===== src/rtl/mac_seq.sv =====
`default_nettype none
// ============================================================================
// Module      : mac_seq
// Description : Upstream sequencer for a single-lane mac: clears the mac,
//               streams operand pairs, drains the pipeline, holds the result.
// Revision    : 1.0 - initial release
// ============================================================================
module mac_seq #(
    parameter int BW      = 8,
    parameter int PSUM_BW = 16,
    parameter int LEN     = 8,
    parameter int CW      = $clog2(LEN + 1)
) (
    input  logic               clk,
    input  logic               reset,
    input  logic               cfg_format,
    input  logic               in_valid,
    output logic               in_ready,
    input  logic [BW-1:0]      in_a,
    input  logic [BW-1:0]      in_b,
    input  logic               in_last,
    output logic [BW-1:0]      mac_a,
    output logic [BW-1:0]      mac_b,
    output logic               mac_acc,
    output logic               mac_format,
    output logic               mac_reset,
    input  logic [PSUM_BW-1:0] mac_out,
    output logic               res_valid,
    input  logic               res_ready,
    output logic [PSUM_BW-1:0] res_data,
    output logic [CW-1:0]      res_count,
    output logic               res_trunc
);

    typedef enum logic [2:0] {
        S_IDLE   = 3'd0,
        S_CLEAR  = 3'd1,
        S_STREAM = 3'd2,
        S_DRAIN  = 3'd3,
        S_HOLD   = 3'd4
    } state_t;

    localparam logic [CW-1:0] C_LEN = CW'(LEN);

    state_t        r_state;
    state_t        w_next;
    logic          r_v1;
    logic [CW-1:0] r_count;
    logic [1:0]    r_drain;

    logic          w_hs;
    logic [CW-1:0] w_cnt_inc;
    logic          w_at_len;
    logic          w_term;

    assign in_ready  = (r_state == S_STREAM);
    assign mac_reset = reset | (r_state == S_CLEAR);

    assign w_hs      = in_valid & in_ready;
    assign w_cnt_inc = r_count + CW'(1);
    assign w_at_len  = (w_cnt_inc == C_LEN);
    assign w_term    = w_hs & (in_last | w_at_len);

    always_comb begin
        w_next = r_state;
        case (r_state)
            S_IDLE:   if (in_valid) w_next = S_CLEAR;
            S_CLEAR:  w_next = S_STREAM;
            S_STREAM: if (w_term) w_next = S_DRAIN;
            S_DRAIN:  if (r_drain == 2'd2) w_next = S_HOLD;
            S_HOLD:   if (res_ready) w_next = S_IDLE;
            default:  w_next = S_IDLE;
        endcase
    end

    // v1 marks a pair launched last edge; mac_acc follows it by one edge so the
    // accumulate lines up with the mac's own operand register stage.
    always_ff @(posedge clk) begin
        if (reset) begin
            r_state    <= S_IDLE;
            r_v1       <= 1'b0;
            r_count    <= '0;
            r_drain    <= '0;
            mac_a      <= '0;
            mac_b      <= '0;
            mac_acc    <= 1'b0;
            mac_format <= 1'b0;
            res_valid  <= 1'b0;
            res_data   <= '0;
            res_count  <= '0;
            res_trunc  <= 1'b0;
        end else begin
            r_state <= w_next;
            mac_acc <= r_v1;
            r_v1    <= 1'b0;
            case (r_state)
                S_IDLE: begin
                    if (in_valid) begin
                        mac_format <= cfg_format;
                        r_count    <= '0;
                    end
                end
                S_CLEAR: r_drain <= '0;
                S_STREAM: begin
                    if (w_hs) begin
                        mac_a   <= in_a;
                        mac_b   <= in_b;
                        r_v1    <= 1'b1;
                        r_count <= w_cnt_inc;
                        if (w_term) begin
                            res_trunc <= w_at_len & ~in_last;
                            r_drain   <= '0;
                        end
                    end
                end
                S_DRAIN: begin
                    r_drain <= r_drain + 2'd1;
                    if (r_drain == 2'd2) begin
                        res_data  <= mac_out;
                        res_count <= r_count;
                        res_valid <= 1'b1;
                    end
                end
                S_HOLD: begin
                    if (res_ready) begin
                        res_valid <= 1'b0;
                        res_trunc <= 1'b0;
                    end
                end
                default: ;
            endcase
        end
    end

endmodule
`default_nettype wire


===== config.mk =====
export PLATFORM = sky130hd
export DESIGN_NAME = mac_seq
export DESIGN_NICKNAME = d
export VERILOG_FILES = /design/src/rtl/mac_seq.sv
export SDC_FILE = /design/constraint.sdc
export NUM_CORES = 1
export LEC_CHECK = 0
export BUFFER_PORTS_ARGS = -buffer_cell sky130_fd_sc_hd__buf_2
export CORE_MARGIN = 8
export CORE_UTILIZATION = 53
export CTS_BUF_LIST = sky130_fd_sc_hd__clkbuf_8
export DETAILED_ROUTE_END_ITERATION = 8
export PLACE_DENSITY = 0.94
export SLEW_MARGIN = 20
export SYNTH_ARGS = -nofsm -noshare
export SYNTH_HDL_FRONTEND = slang
export SYNTH_SLANG_ARGS = --single-unit

===== constraint.sdc =====
create_clock -name clk -period 4 [get_ports clk]
set_input_delay 0.8 -clock clk [delete_from_list [all_inputs] [get_ports clk]]
set_output_delay 0.8 -clock clk [all_outputs]
set_load 0.005 [all_outputs]

---- Yosys cells after proc, flatten, opt, wreduce, memory -nomap -nowiden ----
Cells that the tools add are included.
cells by class
  add/subtract/negate cells ............... 2
  mux-type cells .......................... 18
  bitwise operators ....................... 7
  reductions and logical operators ........ 14
  eq/ne operators ......................... 11
operators by type and width
  operator             number
  $pmux 3 s5           1
  $mux 3               4
  $reduce_and 3->1     3
  $mux 4               2
  $pmux 4 s2           1
  $reduce_and 4->1     2
  $eq 3x2->1 const B   2
  $ne 2x2->1 const B   3
  $pmux 2 s3           1
  $reduce_and 2->1     3
  $reduce_bool 2->1    3
  $mux 1               5
  $add 4x1->4 const B  1
  $eq 4x4->1 const B   1
  $mux 2               2
  $ne 2x1->1 const B   2
  $pmux 1 s2           2
  $and 1x1->1          3
  $eq 3x1->1 const B   1
  $eq 3x3->1 const B   1
  $logic_not 3->1      1
  $reduce_bool 3->1    1
  $add 2x1->2 const B  1
  $eq 2x2->1 const B   1
  other kinds (3)      5
storage, ports and cells
  flip-flop bits (word level) ............. 50
  output and inout port bits .............. 42
  word-level logic and storage cells ...... 64
  input port bits ......................... 38

---- Depth between registers and ports, before layout ----
Gate-level depths: netlist (run 1).
  word-level depth ........................ 7
  gate-level depth with buffers ........... 6
  gate-level depth less buffers ........... 5

---- Worst setup path after synthesis (run 1) ----
No wires, ideal clock.
  path type ............................... input-to-reg
  start point ............................. input port in_valid
  end point ............................... register r_count[3]
  buffers on the path ..................... 0
  library setup time ...................... 74 ps
  stages on the path ...................... 3
  required time ........................... 3926 ps
  path slack .............................. 2116 ps
  data arrival time ....................... 1810 ps
  cells stage by stage .................... or3b_4 -> or4b_1 -> a31oi_1
between the ends
  longest elaborated chain between the ends .. 3
  elaborated cells between the ends (all ways) .. 4
  those cells by class .................... eq/ne: 2; bitwise: 1; reduce/logical: 1
RTL lines
  element                       RTL line  text
  start, declared               17        input logic in_valid,
  $and 1x1->1                   59        assign w_hs = in_valid & in_ready;
  $ne 2x1->1 (no line)          --
  $reduce_and 3->1 (no line) *  --
  end signal, assigned          109       r_count <= w_cnt_inc;
  end, declared                 48        logic [CW-1:0] r_count;
Every way passes the cells marked *; elsewhere a longest branch is shown, timed or not.
A chain may end at the register's enable or synchronous reset.

---- Worst setup path after layout (run 1) ----
  start point ............................. input port reset
  end point ............................... output port mac_reset
between the ends
  longest elaborated chain between the ends .. 1
RTL lines
  element          RTL line  text
  start, declared  15        input logic reset,
  $or 1x1->1       57        assign mac_reset = reset | (r_state == S_CLEAR);
  end, declared    26        output logic mac_reset,
No other way between the ends.

==> impl_metrics.json, run 1 <==
{
  "synth-seq-cells": 50,
  "met2_usage": 0.256,
  "worstPathArrival_ns": 1.70,
  "setup_violations": 0,
  "gp_congestion": 0.787,
  "fin_skew_ns": 0.00469,
  "yosysWarnings": 0,
  "status": "completed",
  "final_layout_size_suffix_gt1_frac": 0.298,
  "clk_latency_ns": 0.31,
  "drt_pass1_iterations": 4,
  "required_ns": 3.20,
  "grt_pass1_vias": 1832,
  "critPathCaptureType": "output pin",
  "worst_slew_pin_slew_ns": 0.896,
  "tns_ns": 0,
  "synthesis.nets": 279,
  "die_area_um2": 5950,
  "ir_drop_uv": 255,
  "whs_ns": 0.455,
  "cts_max_level": 2,
  "io_pins": 80,
  "rows": 22,
  "clk_path_buf_depth": 2,
  "synth.distinct_cells": 39,
  "final_cell_mix": "buf_2 (79), nand2_1 (75), dfxtp_1 (50)",
  "holdPathStages": 2,
  "cts_tree": "yes",
  "gr-total-overflow": 0,
  "postRouteAntennaNets": 0,
  "dr_total_vias": 1845,
  "crit_type": "primary input to output pin",
  "rsz0062_at_grt": "no",
  "antenna_cells": 0,
  "layout_setup_ws_ns": 1.50,
  "hp-class": "flop to flop",
  "async_flop_share": 0,
  "design.core.area_um2": 3630,
  "wire_per_inst_um": 13.5,
  "dp_cells": 349,
  "die_h_um": 77.1,
  "nets": 348,
  "place_ws_ns": 1.51,
  "syn_area_um2": 1980,
  "grt_pass1_wl_mm": 8.09,
  "grt.busiest_layer": "met2",
  "power.density_nw_per_um2": 384,
  "fin_crit_sh": 0.624,
  "grt_util_met1": 0.182,
  "fmax_mhz": 400,
  "timing.final.crit_period_ns": 2.50,
  "cts-buffers-inserted": 5,
  "cts-root-buf": "clkbuf_8",
  "stdcell_count": 357,
  "vias_per_cell": 5.17,
  "wl_mm": 4.81,
  "cap_violations": 0,
  "r2r.worst_path.cells": 3,
  "clkTransAtPathRegs_ns": 0.09,
  "cts_resized": 0,
  "syn-mean-instance-area_um2": 8.29,
  "use_met3": 0.0629,
  "drtIter0Drc": 189,
  "crit_fanout": 49,
  "hold_buffers": 0,
  "layout_commonest_cell": "buf_2",
  "cts_sinks": 50,
  "post_cts_buffers": 0,
  "drc": 0,
  "portBuffers": 79,
  "track_usage": 0.159,
  "synth_edf_count": 0,
  "die_w_um": 77.1,
  "syn_to_final_growth_pct": 25.7,
  "maxSlewHeadroom": 0.400,
  "synth-main-ff-cell": "dfxtp_1",
  "grt_antenna_before_repair": 0,
  "finalHoldViolations": 0,
  "ys_seq_area_frac": 0.505,
  "grt_max_degree": 50,
  "fillerInstances": 328,
  "leakage_uw": 0.00109,
  "initial_utilization": 0.545,
  "drv_slew": 0,
  "start_kind": "primary input",
  "hpwl_mm": 3.43,
  "syn_inst": 239
}
[state kept, by name, summed over array words and instances, names as in the netlist]
name	flops
res_data	16
mac_a	8
mac_b	8
r_count	4
res_count	4
r_state	3
r_drain	2
mac_acc	1
mac_format	1
r_v1	1
res_trunc	1
res_valid	1
[layout make-up]
cell class,instances,area (um^2),area share
clock buffers,5,68.8,0.0276
clock inverters,3,48.8,0.0196
inverters,4,15.0,0.00603
multi-input cells,167,893,0.359
flip-flops and latches,50,1000,0.402
well taps,48,60.1,0.0241
repair buffers,80,403,0.162
[kinds of logic after synthesis]
kind of cell               count (synthesis)  share of synthesized area
and+or+nand+nor                          106                      0.258
AOI/OAI and AO/OA                         57                      0.170
DFF                                       50                      0.505
buffers and inverters                     22                     0.0436
muxes                                      2                     0.0101
adders and majority gates                  2                     0.0126
[where the power goes]
group | internal, uW | leakage [uW] | switching, uW
logic | 35.0 | 0.000629 | 35.4
clock network | 190 | 0.0000563 | 175
registers | 507 | 0.000404 | 13.0
total | 733 | 0.00109 | 223
[cells in the mapped netlist, drive strengths merged, types with 3 or more instances]
library cell / n / share of area
inv: 4 / 0.0076
dfxtp: 50 / 0.51
nand3: 3 / 0.0076
clkbuf: 16 / 0.031
o211a: 3 / 0.015
a211oi: 3 / 0.011
a21oi: 39 / 0.099
a31oi: 3 / 0.0095
nand2: 75 / 0.14
nor2: 5 / 0.0095
[path summary, 6_finish.rpt]
path | startpoint | slack [ns] | endpoint
worst max register to register | r_state[1]$_SDFFE_PP0P_ | 1.92 | r_count[2]$_SDFFE_PP0P_
worst max-delay path | reset | 1.50 | mac_reset
worst min register to register | mac_a[1]$_SDFFE_PP0P_ | 0.45 | mac_a[1]$_SDFFE_PP0P_
worst min-delay path | mac_a[1]$_SDFFE_PP0P_ | 0.45 | mac_a[1]$_SDFFE_PP0P_
[worst max-delay path, stage by stage]
cell and delay [ns]:
buf_2 0.08, buf_4 0.40, inv_1 0.14, o31ai_1 0.10
buf_2 0.16
[stage by stage]
stage	total power (uW)	utilization	area, um^2
2_1_floorplan	568	-	1980
3_3_place_gp	601	0.653	2370
3_5_place_dp	603	0.653	2370
4_1_cts	961	0.685	2490
5_1_grt	990	0.685	2490
6_report	956	0.685	2490
[per-layer routing]
layer | wire, um | share of wire
met5 | 0 | 0
met4 | 56 | 0.012
met3 | 360 | 0.075
met2 | 2190 | 0.45
met1 | 2210 | 0.46
Note: power is estimated with default switching activity, not from simulation.
==> run 2, diff against run 1 <==
Settings changed: ABC_AREA from default to 1, CORE_UTILIZATION 53 to 45, PLACE_DENSITY 0.94 to 0.85.
Clock period 4 ns to 2.07 ns, I/O delays scaled along.
==> impl_metrics.json, run 2 <==
{
  "vias_per_cell": 5.03,
  "place_ws_ns": 0.483,
  "die_w_um": 82.3,
  "drtIter0Drc": 104,
  "cap_violations": 0,
  "syn_to_final_growth_pct": 24.4,
  "topRoutingLayerUsed": "met4",
  "worst_slew_pin_slew_ns": 0.396,
  "grt_antenna_before_repair": 0,
  "final_layout_size_suffix_gt1_frac": 0.297,
  "layout_setup_ws_ns": 0.470,
  "netlist.area_leader.share": 0.506,
  "rows": 24,
  "r2r.worst_path.cells": 6,
  "setup_violations": 0,
  "post_cts_buffers": 0,
  "nets": 368,
  "yosysTopAreaCell": "dfxtp_1",
  "maxSlewHeadroom": 0.735,
  "holdPathStages": 3,
  "antenna_cells": 0,
  "synth.distinct_cells": 24,
  "reg2reg_slack_ns": 0.47,
  "syn-mean-instance-area_um2": 7.84,
  "cts_resized": 0,
  "ir_drop_uv": 653,
  "synthTopCellsByArea": "dfxtp_1 (51%), nor2_1 (8.5%), nand3_1 (7.8%)",
  "leakage_uw": 0.00119,
  "fin_skew_ns": 0.00163,
  "ys_top_cells_by_count": "dfxtp_1 (50), nor2_1 (45), nand2_1 (33), nand3_1 (31), a21oi_1 (28)",
  "crit_type": "flop to flop",
  "final_cell_mix": "buf_2 (79), dfxtp_1 (50), nor2_1 (45)",
  "syn_area_um2": 1980,
  "power.total_uw": 2440,
  "critPathCaptureType": "flop",
  "r2r_start": "r_state[2]$_SDFFE_PP0P_",
  "tns_ns": 0,
  "io_pins": 80,
  "grt_pass1_vias": 1846,
  "largest_reg_flops": 16,
  "postRouteAntennaNets": 0,
  "timing.final.crit_period_ns": 1.60,
  "ys_seq_area_frac": 0.506,
  "combPwrFrac": 0.294,
  "min_from": "in_b[7]",
  "cts_tree": "yes",
  "wl_met2_mm": 1.94,
  "drv_slew": 0,
  "internal_power_uw": 1620,
  "met1_length_mm": 2.16,
  "synth_edf_count": 0,
  "rsz0062_at_grt": "no",
  "clk_path_buf_depth": 2,
  "grt_pass1_wl_mm": 7.89,
  "wl_met3_um": 764,
  "worstPathArrival_ns": 1.78,
  "die_area_um2": 6770,
  "fin_crit_sh": 0.773,
  "rr_endpoint": "res_data[0]$_SDFFE_PP0P_",
  "synth-main-ff-cell": "dfxtp_1",
  "async_flop_share": 0,
  "clk_latency_ns": 0.29,
  "grt_max_degree": 26,
  "gr-total-overflow": 0,
  "finalHoldViolations": 0,
  "hold_buffers": 0,
  "whs_endpoint": "mac_b[7]$_SDFFE_PP0P_",
  "cts_sinks": 50,
  "clkTransAtPathRegs_ns": 0.08,
  "layout_commonest_cell": "buf_2",
  "syn_inst": 252,
  "status": "completed",
  "gp_congestion": 0.915,
  "yosysWarnings": 0,
  "fmax_mhz": 625,
  "drt_pass1_iterations": 4,
  "share_seq_of_total_power": 0.483,
  "required_ns": 2.25,
  "hpwl_mm": 3.60,
  "cts_max_level": 2,
  "fillerInstances": 400,
  "synth_most_common_cell": "dfxtp_1",
  "wl_mm": 4.95,
  "drc": 0,
  "track_usage": 0.147,
  "cts-root-buf": "clkbuf_8",
  "largestRegisters": "res_data x16, mac_a x8, mac_b x8",
  "dr_total_vias": 1905,
  "pwr-share-clk": 0.224,
  "synthesis.nets": 292,
  "crit_fanout": 22,
  "cts-buffers-inserted": 5,
  "hp-class": "primary input to flop",
  "die_h_um": 82.3,
  "portBuffers": 79,
  "synth-seq-cells": 50,
  "power.density_nw_per_um2": 991,
  "top_register": "res_data",
  "initial_utilization": 0.460,
  "start_kind": "flop",
  "wire_per_inst_um": 13.1,
  "p_sw_frac": 0.337,
  "switchingPower_uw": 823,
  "design.core.area_um2": 4290
}
run 2: changes by cell type in the layout (fill, tap and decap cells not counted), moves of 3 or more:
cell | previous run | this run
a31oi_1 | 3 | 0
inv_1 | 4 | 14
nand3_1 | 3 | 31
nor2_1 | 5 | 45
a21oi_1 | 39 | 28
o21ai_0 | 1 | 21
o211a_1 | 3 | 0
nand2_1 | 75 | 33
a211oi_1 | 3 | 0
run 2: final cells by class:
| class | count | area, um^2 | share of cell area |
|---|---|---|---|
| multi-input cells | 173 | 831 | 0.338 |
| inverters | 16 | 62.6 | 0.0254 |
| clock buffers | 6 | 82.6 | 0.0336 |
| flip-flops and latches | 50 | 1000 | 0.407 |
| well taps | 52 | 65.1 | 0.0264 |
| repair buffers | 82 | 418 | 0.170 |
run 2: power groups by stage:
stage	Combinational, uW	Sequential [uW]	Clock, uW
3_5_place_dp	722	1190	0
6_report	716	1180	545
2_1_floorplan	492	1190	0
4_1_cts	723	1170	569
5_1_grt	812	1190	600
3_3_place_gp	706	1190	0
run 2: cell families (layout without fill, tap and decap cells):
kind of cell	Yosys count	in the layout	synth area share
adders and majority gates	2	2	0.0127
and+or+nand+nor	118	118	0.265
AOI/OAI and AO/OA	53	53	0.143
DFF	50	50	0.506
buffers and inverters	29	104	0.0734
run 2: per-layer routing:
metal / GRT usage / vias to the layer above
met5: 0 / -
met2: 0.221 / 87
met3: 0.0779 / 8
met1: 0.171 / 829
li1: - / 981
met4: 0.0649 / 0
run 2: metrics by stage:
stage / cells / util / area (um^2) / hold WS [ns]
6_report: 379 / 0.573 / 2460 / 0.335
5_1_grt: 379 / 0.573 / 2460 / 0.338
4_1_cts: 379 / 0.573 / 2460 / 0.328
3_5_place_dp: 373 / 0.554 / 2380 / 0.397
3_3_place_gp: 373 / 0.554 / 2380 / 0.393
2_1_floorplan: 252 / - / 1980 / 0.388
run 2: how the worst max path moves through the flow:
| stage | startpoint | to | cells after the start |
|---|---|---|---|
| 2_1_floorplan | reset | mac_reset | 4 |
| 3_3_place_gp | r_state[2]$_SDFFE_PP0P_ | res_count[3]$_SDFFE_PP0P_ | 6 |
| 3_5_place_dp | r_state[2]$_SDFFE_PP0P_ | res_data[0]$_SDFFE_PP0P_ | 6 |
| 4_1_cts | r_state[2]$_SDFFE_PP0P_ | res_data[0]$_SDFFE_PP0P_ | 6 |
| 5_1_grt | r_state[2]$_SDFFE_PP0P_ | res_count[2]$_SDFFE_PP0P_ | 6 |
| 6_report | r_state[2]$_SDFFE_PP0P_ | res_data[0]$_SDFFE_PP0P_ | 6 |
run 2: worst max-delay path, stage by stage (launching register included):
cell and delay, ns:
dfxtp_1 0.36, inv_1 0.13, nand3_1 0.13, inv_2 0.30, nand2_2 0.34, nand2_1 0.15, a21oi_1 0.07
